===== config.mk =====
export PLATFORM = sky130hd
export DESIGN_NAME = mult_hilo_ctrl_flat
export DESIGN_NICKNAME = d
export VERILOG_FILES = /design/src/rtl/mult_hilo_ctrl_if.sv /design/src/rtl/mult_hilo_ctrl.sv /design/src/flat_wrapper.sv
export SDC_FILE = /design/constraint.sdc
export NUM_CORES = 1
export LEC_CHECK = 0
export CAP_MARGIN = 10
export CORE_MARGIN = 2
export CORE_UTILIZATION = 42
export DETAILED_ROUTE_END_ITERATION = 8
export PLACE_DENSITY = 0.9
export SYNTH_ARGS = -nofsm -noshare
export SYNTH_HDL_FRONTEND = slang
export SYNTH_SLANG_ARGS = --single-unit

===== constraint.sdc =====
create_clock -name clk -period 2.1 [get_ports clk]
set_input_delay 0.42 -clock clk [delete_from_list [all_inputs] [get_ports clk]]
set_output_delay 0.42 -clock clk [all_outputs]
set_load 0.01 [all_outputs]

===== src/rtl/mult_hilo_ctrl_if.sv =====
// Bundles the EX-stage request side and the iterative multiplier side of the HI/LO controller.
// Latency: wiring only. Backpressure: none here; busy is carried as a plain signal.
// slave = controller view, master = driver/stub view.
interface mult_hilo_ctrl_if #(parameter int NBIT = 32);
    logic              start;
    logic [1:0]        op;
    logic [NBIT-1:0]   rs_data;
    logic [NBIT-1:0]   rt_data;
    logic              flush;
    logic              busy;
    logic              err;
    logic [NBIT-1:0]   hi;
    logic [NBIT-1:0]   lo;
    logic [NBIT-1:0]   mul_a;
    logic [NBIT-1:0]   mul_b;
    logic              mul_work;
    logic              mul_sign;
    logic [2*NBIT-1:0] mul_prod;
    logic              mul_done;

    modport slave (
        input  start, op, rs_data, rt_data, flush, mul_prod, mul_done,
        output busy, err, hi, lo, mul_a, mul_b, mul_work, mul_sign
    );

    modport master (
        output start, op, rs_data, rt_data, flush, mul_prod, mul_done,
        input  busy, err, hi, lo, mul_a, mul_b, mul_work, mul_sign
    );
endinterface


===== src/rtl/mult_hilo_ctrl.sv =====
// Sequences MULT/MULTU through the iterative multiplier into HI/LO; also executes MTHI/MTLO.
// Latency: MTHI/MTLO 1 edge; multiply = multiplier latency + 2 edges (33 with the 31-delay unit).
// Backpressure: busy is high throughout RUN; start is ignored then and upstream must stall on it.
module mult_hilo_ctrl #(
    parameter int NBIT    = 32,
    parameter int TIMEOUT = 64
) (
    input  logic              clk,
    input  logic              rst_n,
    mult_hilo_ctrl_if.slave   bus
);
    localparam int CW = $clog2(TIMEOUT + 1);

    typedef enum logic {IDLE, RUN} state_t;
    typedef enum logic [1:0] {
        OP_MULT  = 2'b00,
        OP_MULTU = 2'b01,
        OP_MTHI  = 2'b10,
        OP_MTLO  = 2'b11
    } op_t;

    state_t          state, state_nxt;
    logic [CW-1:0]   cnt;
    logic            ld_mul;
    logic            tmo;
    logic [NBIT-1:0] hi_nxt;
    logic [NBIT-1:0] lo_nxt;

    assign bus.busy = (state == RUN);

    always_comb begin
        state_nxt = state;
        ld_mul    = 1'b0;
        tmo       = 1'b0;
        hi_nxt    = bus.hi;
        lo_nxt    = bus.lo;
        case (state)
            IDLE: begin
                if (bus.start && !bus.flush) begin
                    case (op_t'(bus.op))
                        OP_MULT, OP_MULTU: begin
                            ld_mul    = 1'b1;
                            state_nxt = RUN;
                        end
                        OP_MTHI: hi_nxt = bus.rs_data;
                        OP_MTLO: lo_nxt = bus.rs_data;
                        default: ;
                    endcase
                end
            end
            RUN: begin
                // Flush outranks a coincident done so a squashed op never reaches HI/LO.
                if (bus.flush) begin
                    state_nxt = IDLE;
                end else if (bus.mul_done) begin
                    hi_nxt    = bus.mul_prod[2*NBIT-1:NBIT];
                    lo_nxt    = bus.mul_prod[NBIT-1:0];
                    state_nxt = IDLE;
                end else if (cnt == CW'(TIMEOUT - 1)) begin
                    tmo       = 1'b1;
                    state_nxt = IDLE;
                end
            end
            default: state_nxt = IDLE;
        endcase
    end

    always_ff @(posedge clk or negedge rst_n) begin
        if (!rst_n) begin
            state        <= IDLE;
            cnt          <= '0;
            bus.hi       <= '0;
            bus.lo       <= '0;
            bus.mul_a    <= '0;
            bus.mul_b    <= '0;
            bus.mul_work <= 1'b0;
            bus.mul_sign <= 1'b0;
            bus.err      <= 1'b0;
        end else begin
            state        <= state_nxt;
            bus.hi       <= hi_nxt;
            bus.lo       <= lo_nxt;
            bus.err      <= tmo;
            // RUN always exits through IDLE, which guarantees a work-low edge between ops.
            bus.mul_work <= (state_nxt == RUN);
            if (ld_mul) begin
                bus.mul_a    <= bus.rs_data;
                bus.mul_b    <= bus.rt_data;
                bus.mul_sign <= ~bus.op[0];
                cnt          <= '0;
            end else if (state == RUN) begin
                cnt <= cnt + CW'(1);
            end
        end
    end
endmodule


===== src/flat_wrapper.sv =====
// flat-port wrapper written by rule: the top's interface ports become plain ports
module mult_hilo_ctrl_flat 
#(
    parameter int NBIT    = 32,
    parameter int TIMEOUT = 64
)
  (clk, rst_n, bus_start, bus_op, bus_rs_data, bus_rt_data, bus_flush, bus_mul_prod, bus_mul_done, bus_busy, bus_err, bus_hi, bus_lo, bus_mul_a, bus_mul_b, bus_mul_work, bus_mul_sign);
  mult_hilo_ctrl_if #(.NBIT(NBIT)) bus_i ();
  input  logic clk;
  input  logic rst_n;
  input wire logic [$bits(bus_i.start)-1:0] bus_start;
  input wire logic [$bits(bus_i.op)-1:0] bus_op;
  input wire logic [$bits(bus_i.rs_data)-1:0] bus_rs_data;
  input wire logic [$bits(bus_i.rt_data)-1:0] bus_rt_data;
  input wire logic [$bits(bus_i.flush)-1:0] bus_flush;
  input wire logic [$bits(bus_i.mul_prod)-1:0] bus_mul_prod;
  input wire logic [$bits(bus_i.mul_done)-1:0] bus_mul_done;
  output wire logic [$bits(bus_i.busy)-1:0] bus_busy;
  output wire logic [$bits(bus_i.err)-1:0] bus_err;
  output wire logic [$bits(bus_i.hi)-1:0] bus_hi;
  output wire logic [$bits(bus_i.lo)-1:0] bus_lo;
  output wire logic [$bits(bus_i.mul_a)-1:0] bus_mul_a;
  output wire logic [$bits(bus_i.mul_b)-1:0] bus_mul_b;
  output wire logic [$bits(bus_i.mul_work)-1:0] bus_mul_work;
  output wire logic [$bits(bus_i.mul_sign)-1:0] bus_mul_sign;
  assign bus_i.start = bus_start;
  assign bus_i.op = bus_op;
  assign bus_i.rs_data = bus_rs_data;
  assign bus_i.rt_data = bus_rt_data;
  assign bus_i.flush = bus_flush;
  assign bus_i.mul_prod = bus_mul_prod;
  assign bus_i.mul_done = bus_mul_done;
  assign bus_busy = bus_i.busy;
  assign bus_err = bus_i.err;
  assign bus_hi = bus_i.hi;
  assign bus_lo = bus_i.lo;
  assign bus_mul_a = bus_i.mul_a;
  assign bus_mul_b = bus_i.mul_b;
  assign bus_mul_work = bus_i.mul_work;
  assign bus_mul_sign = bus_i.mul_sign;
  mult_hilo_ctrl #(.NBIT(NBIT), .TIMEOUT(TIMEOUT)) u_core (.clk(clk), .rst_n(rst_n), .bus(bus_i));
endmodule

Yosys cells after proc, flatten, opt, wreduce, memory -nomap -nowiden
Index checks and enable logic that the tools add are counted.
- output and inout port bits: 132
- word-level logic and storage cells: 50
- bits of input ports: 135
- register bits after elaboration: 138
- equality and inequality tests: 9
- $add $sub $neg: 1
- bitwise gates (word level): 2
- reduce and logical (&&, ||, !) cells: 7
- multiplexer cells: 23
- operators with widths (cell ; count):
    $mux W32 ; 8
    $pmux W32 S2 ; 2
    $mux W7 ; 2
    $mux W1 ; 10
    $ne A2 B2 Y1 const B ; 4
    $reduce_and A4 Y1 ; 2
    $add A7 B1 Y7 const B ; 1
    $eq A7 B6 Y1 const B ; 1
    $eq A2 B2 Y1 const B ; 2
    $eq A2 B1 Y1 const B ; 1
    $logic_not A2 Y1 ; 1
    $ne A2 B1 Y1 const B ; 1
    $not A1 Y1 ; 2
    $pmux W1 S2 ; 1
    $reduce_bool A2 Y1 ; 1
    $reduce_or A2 Y1 ; 1
    $logic_and A1 B1 Y1 ; 1
    $logic_not A1 Y1 ; 1

Logic depth before layout (Yosys ltp)
- word-level depth: 6
- mapped depth: 6
- depth with buffers taken out: 4

Worst setup path before layout
OpenSTA, ideal clock, no wires.
- path kind: reg-to-reg
- start: register, netlist name u_core.bus.mul_work
- end: register u_core.cnt[5]
- clock period less this slack: 1.649 ns
- cell stages (with the launch flop): 7
- data arrival time: 1.522 ns
- library setup time: 0.127 ns
- slack: 0.451 ns
- buffers on the path: 3
- data required time: 1.973 ns
- path through: dfrtp_1 > buf_4 > or4b_1 > buf_6 > buf_8 > o211ai_2 > o31ai_1
- RTL lines (what ; RTL line ; RTL):
    end signal: assignment ; mult_hilo_ctrl.sv:92 ; cnt <= cnt + CW'(1);
    end: declaration ; mult_hilo_ctrl.sv:23 ; logic [CW-1:0] cnt;

==> metrics.txt <==
# TYPE chip_impl_metric gauge
chip_impl_metric{name="asyncSetResetFlopFracSynth",unit=""} 1.000
chip_impl_metric{name="path_clk_slew",unit="ns"} 0.05
chip_impl_metric{name="fraction_of_the_mapped_netlist_area_in_compound_gates",unit=""} 0.06844
chip_impl_metric{name="vias_per_cell",unit=""} 4.838
chip_impl_metric{name="period_needed",unit="ns"} 2.035
chip_impl_info{name="status",value="finished, final reports clean"} 1
chip_impl_metric{name="grt_max_degree",unit=""} 72
chip_impl_metric{name="synth.net_count",unit=""} 762
chip_impl_metric{name="clockPowerShare",unit=""} 0.298
chip_impl_metric{name="cts_buffers",unit=""} 17
chip_impl_metric{name="post_cts_hold_buffer_count",unit=""} 1
chip_impl_metric{name="fmax",unit="MHz"} 491.5
chip_impl_metric{name="wl_met3",unit="mm"} 1.312
chip_impl_info{name="critical_path.top_delay_family",value="buffers and inverters"} 1
chip_impl_metric{name="post_synth_and_or_nand_nor_area_fraction",unit=""} 0.1731
chip_impl_metric{name="post_synth_num_cell_types",unit=""} 30
chip_impl_metric{name="design.die.area",unit="um^2"} 15380
chip_impl_metric{name="layout-drive-gt1-share",unit=""} 0.05941
chip_impl_metric{name="ys_seq_area_frac",unit=""} 0.5707
chip_impl_metric{name="post_drt_antenna_nets",unit=""} 0
chip_impl_metric{name="yosys_warnings",unit=""} 0
chip_impl_metric{name="h-tree-depth",unit=""} 4
chip_impl_info{name="maxUsedRoutingLayer",value="met4"} 1
chip_impl_metric{name="die_width",unit="um"} 124.0
chip_impl_metric{name="synthesis.instances",unit=""} 626
chip_impl_metric{name="antenna_cells",unit=""} 0
chip_impl_metric{name="post_synth_xor_area_fraction",unit=""} 0.002895
chip_impl_metric{name="grt_pass1_vias",unit=""} 5287
chip_impl_metric{name="postLayoutCellArea",unit="um^2"} 9543
chip_impl_metric{name="portBuffers",unit=""} 266
chip_impl_metric{name="cp.arrival",unit="ns"} 1.61
chip_impl_metric{name="place.detailed.hpwl",unit="mm"} 12.31
chip_impl_metric{name="setup_viol",unit=""} 0
chip_impl_metric{name="timing.max_slew.rel_slack",unit=""} 0.6844
chip_impl_metric{name="initialDrtViolationCount",unit=""} 171
chip_impl_metric{name="global_route_wire_length_before_repair",unit="mm"} 26.20
chip_impl_metric{name="power.internal",unit="uW"} 6670
chip_impl_metric{name="overflow_left_after_global_routing",unit=""} 0
chip_impl_metric{name="syn_area",unit="um^2"} 6051
chip_impl_metric{name="globalplace.congestion",unit=""} 0.8305
chip_impl_metric{name="post_synth_fa_ha_maj_area_fraction",unit=""} 0.002068
chip_impl_metric{name="cts_resized",unit=""} 0
chip_impl_metric{name="synth_largest_type_area_fraction",unit=""} 0.5707
chip_impl_metric{name="postCtsSetupRepairBufs",unit=""} 0
chip_impl_metric{name="synth.mux.area_fraction",unit=""} 0.1059
chip_impl_metric{name="post_drt_wl_per_cell",unit="um"} 15.47
chip_impl_info{name="yosysTopAreaCell",value="sky130_fd_sc_hd__dfrtp_1"} 1
chip_impl_metric{name="slowest_delay",unit="ns"} 0.57
chip_impl_metric{name="finalWirelength",unit="mm"} 16.84
chip_impl_info{name="crit_path_cells",value="buf_4 -> clkdlybuf4s50_1"} 1
chip_impl_metric{name="hold-path-cell-count",unit=""} 2
chip_impl_metric{name="finish.cell_count_without_fillers",unit=""} 1089
chip_impl_metric{name="initial_utilization",unit=""} 0.4326
chip_impl_metric{name="timing.final.max_slew_violations",unit=""} 0
chip_impl_metric{name="cts.path.max_buffers",unit=""} 2
chip_impl_metric{name="timing_hold_violations_final",unit=""} 0
chip_impl_metric{name="core-area",unit="um^2"} 13990
chip_impl_info{name="crit_slowest_cell",value="sky130_fd_sc_hd__clkdlybuf4s50_1"} 1
chip_impl_info{name="timing.hold.worst.class",value="reg -> reg"} 1
chip_impl_metric{name="power.net_switching",unit="uW"} 2644
chip_impl_metric{name="worstPathMaxFanout",unit=""} 14
chip_impl_metric{name="logic_depth_of_the_worst_register_to_register_path",unit=""} 4
chip_impl_metric{name="max-cap-violations",unit=""} 0
chip_impl_info{name="rsz0062_at_grt",value="false"} 1
chip_impl_metric{name="final_core_utilization",unit=""} 0.6822
chip_impl_metric{name="rows",unit=""} 43
chip_impl_metric{name="design.portCount",unit=""} 267
chip_impl_metric{name="synthesis.area_per_instance",unit="um^2"} 9.666
chip_impl_info{name="critical_path_class",value="reg -> out"} 1
chip_impl_info{name="cp-start-kind",value="flip-flop"} 1
chip_impl_metric{name="power.leakage",unit="uW"} 0.004402
chip_impl_info{name="cts-root-buf",value="sky130_fd_sc_hd__clkbuf_16"} 1
chip_impl_metric{name="vdd.ir_drop.worst",unit="mV"} 0.4638
chip_impl_info{name="synth_area_leaders",value="sky130_fd_sc_hd__dfrtp_1 57%, sky130_fd_sc_hd__nand2_1 12%, sky130_fd_sc_hd__mux2i_1 11%, sky130_fd_sc_hd__a21oi_1 5.3%, sky130_fd_sc_hd__inv_1 4.0%"} 1
chip_impl_metric{name="wl_met2",unit="mm"} 8.651
chip_impl_metric{name="report.power.total",unit="uW"} 9314
chip_impl_metric{name="worstMarginPinSlew",unit="ns"} 0.4734
chip_impl_info{name="synth_ff_type",value="sky130_fd_sc_hd__dfrtp_1"} 1
chip_impl_metric{name="die_height",unit="um"} 124.0
chip_impl_metric{name="power_switching_share",unit=""} 0.2839
chip_impl_metric{name="pwr-share-seq",unit=""} 0.395
chip_impl_metric{name="dpl_cells",unit=""} 1056
chip_impl_metric{name="required",unit="ns"} 1.68
chip_impl_metric{name="critical_path_buf_inv_count",unit=""} 2
chip_impl_metric{name="grt_antenna_before_repair",unit=""} 0
chip_impl_metric{name="share_comb_of_total_power",unit=""} 0.307
chip_impl_info{name="timing.critical_path.to_type",value="output pin"} 1
chip_impl_metric{name="post_layout_nets",unit=""} 1032
chip_impl_info{name="dominant_combinational_cell_family_by_area_after_synthesis",value="simple AND/OR/NAND/NOR gates"} 1
chip_impl_metric{name="place_area",unit="um^2"} 8981
chip_impl_metric{name="drc_violations",unit=""} 0
chip_impl_metric{name="finalClockSkew",unit="ns"} 0.009446
chip_impl_metric{name="first_pass_iters",unit=""} 4
chip_impl_metric{name="areaGrowthSynthToFinish",unit="%"} 57.71
chip_impl_metric{name="power_density_cells",unit="nW/um^2"} 976.0
chip_impl_metric{name="num_vias",unit=""} 5269
chip_impl_metric{name="tritoncts_num_sinks",unit=""} 138
chip_impl_metric{name="path_depth",unit=""} 2
chip_impl_info{name="synth.most_common_cell",value="sky130_fd_sc_hd__nand2_1"} 1
chip_impl_metric{name="met1_length",unit="mm"} 6.471
chip_impl_metric{name="synth_edf_count",unit=""} 0
chip_impl_metric{name="finalCritPeriodShare",unit=""} 0.9689
chip_impl_info{name="clock_tree_from_tritoncts",value="done"} 1
chip_impl_metric{name="grt_usage",unit=""} 0.2238
chip_impl_metric{name="worstSkewPairLatency",unit="ns"} 0.41
chip_impl_metric{name="synth-seq-cells",unit=""} 138
chip_impl_info{name="synth.cells.most_frequent",value="199 x sky130_fd_sc_hd__nand2_1, 138 x sky130_fd_sc_hd__dfrtp_1, 65 x sky130_fd_sc_hd__inv_1, 64 x sky130_fd_sc_hd__a21oi_1, 64 x sky130_fd_sc_hd__mux2i_1"} 1
[area by class of cell]
cell class	instances	area (um^2)
clock buffer	25	485.5
clock inverter	7	66.31
fill	1017	4446
inverter	65	244.0
multi-input combinational	389	2156
sequential	138	3457
tap	180	225.2
timing repair buffer	285	2909
[path summary, 6_finish.rpt]
check                                        to                 start  slack, ns
setup / recovery                       bus_busy   u_core.bus.mul_work       0.07
hold / removal             u_core.bus.mul_b[30]  u_core.bus.mul_b[30]       0.47
setup reg to reg                  u_core.cnt[3]   u_core.bus.mul_work       0.33
hold reg to reg            u_core.bus.mul_b[30]  u_core.bus.mul_b[30]       0.47
max in group asynchronous      u_core.bus.lo[8]                 rst_n       1.00
min in group asynchronous  u_core.bus.mul_b[30]                 rst_n       0.52
[metal layers]
layer  global-route usage  vias to the layer above
li1                     -                     2534
met1               0.2516                     2515
met2               0.3939                      189
met3              0.07418                       31
met4              0.08497                        0
met5                    0                        -
[flip-flops by register name (all words and copies together), names as in the netlist]
signal	cells
u_core.cnt	7
u_core.bus.lo	32
u_core.bus.mul_a	32
u_core.bus.mul_work	1
u_core.bus.mul_b	32
u_core.bus.err	1
u_core.bus.hi	32
u_core.bus.mul_sign	1
[power by group through the flow]
stage          combinational, uW  clock [uW]  sequential [uW]
4_1_cts                     2900        2840             3680
3_3_place_gp                2810           0             3690
3_5_place_dp                2880           0             3710
6_report                    2860        2780             3680
5_1_grt                     3110        2960             3770
2_1_floorplan                738           0             3980
[worst min-delay path: stages, from the launching register on]
cell and delay, ns:
sky130_fd_sc_hd__dfrtp_1 0.33, sky130_fd_sc_hd__nand2_1 0.05, sky130_fd_sc_hd__nand2_1 0.06
[metrics by stage]
| stage | TNS, ns | setup WS (ns) | hold slack, ns |
|---|---|---|---|
| floorplan | 0 | 0.4508 | 0.1244 |
| global placement | -0.02796 | -0.02796 | 0.4004 |
| detailed placement | -0.06617 | -0.02855 | 0.4024 |
| CTS | 0 | 0.04108 | 0.4749 |
| global route | 0 | 0.008265 | 0.4906 |
| finish | 0 | 0.06527 | 0.4695 |
[cell usage in the layout, fill, tap and decap left out, types with 2 or more instances in the layout]
master / netlist / layout
sky130_fd_sc_hd__nand2_1: 199 / 199
sky130_fd_sc_hd__nand3_1: 4 / 4
sky130_fd_sc_hd__clkbuf_1: 9 / 5
sky130_fd_sc_hd__clkdlybuf4s50_1: 0 / 265
sky130_fd_sc_hd__buf_4: 5 / 10
sky130_fd_sc_hd__nor2b_1: 32 / 32
sky130_fd_sc_hd__mux2i_1: 64 / 64
sky130_fd_sc_hd__o21ai_0: 3 / 3
sky130_fd_sc_hd__clkbuf_8: 0 / 3
sky130_fd_sc_hd__o211ai_2: 2 / 2
sky130_fd_sc_hd__nor2_1: 3 / 3
sky130_fd_sc_hd__dfrtp_1: 138 / 137
sky130_fd_sc_hd__buf_12: 0 / 8
sky130_fd_sc_hd__clkbuf_16: 0 / 17
sky130_fd_sc_hd__clkinv_2: 0 / 4
sky130_fd_sc_hd__a21oi_1: 64 / 64
sky130_fd_sc_hd__o31ai_1: 3 / 3
sky130_fd_sc_hd__inv_1: 65 / 65
sky130_fd_sc_hd__a21oi_4: 0 / 2
sky130_fd_sc_hd__nand4_1: 2 / 2
[cells by family (layout without fill, tap and decap cells)]
group                    after synthesis  after routing
XOR/XNOR                               2              2
flip-flops                           138            138
buffers and inverters                 99            382
multiplexers                          64             64
AO/OA/AOI/OAI                         76             76
adder cells (fa/ha/maj)                1              1
AND/OR/NAND/NOR                      246            246
(Power assumes the default switching activity.)
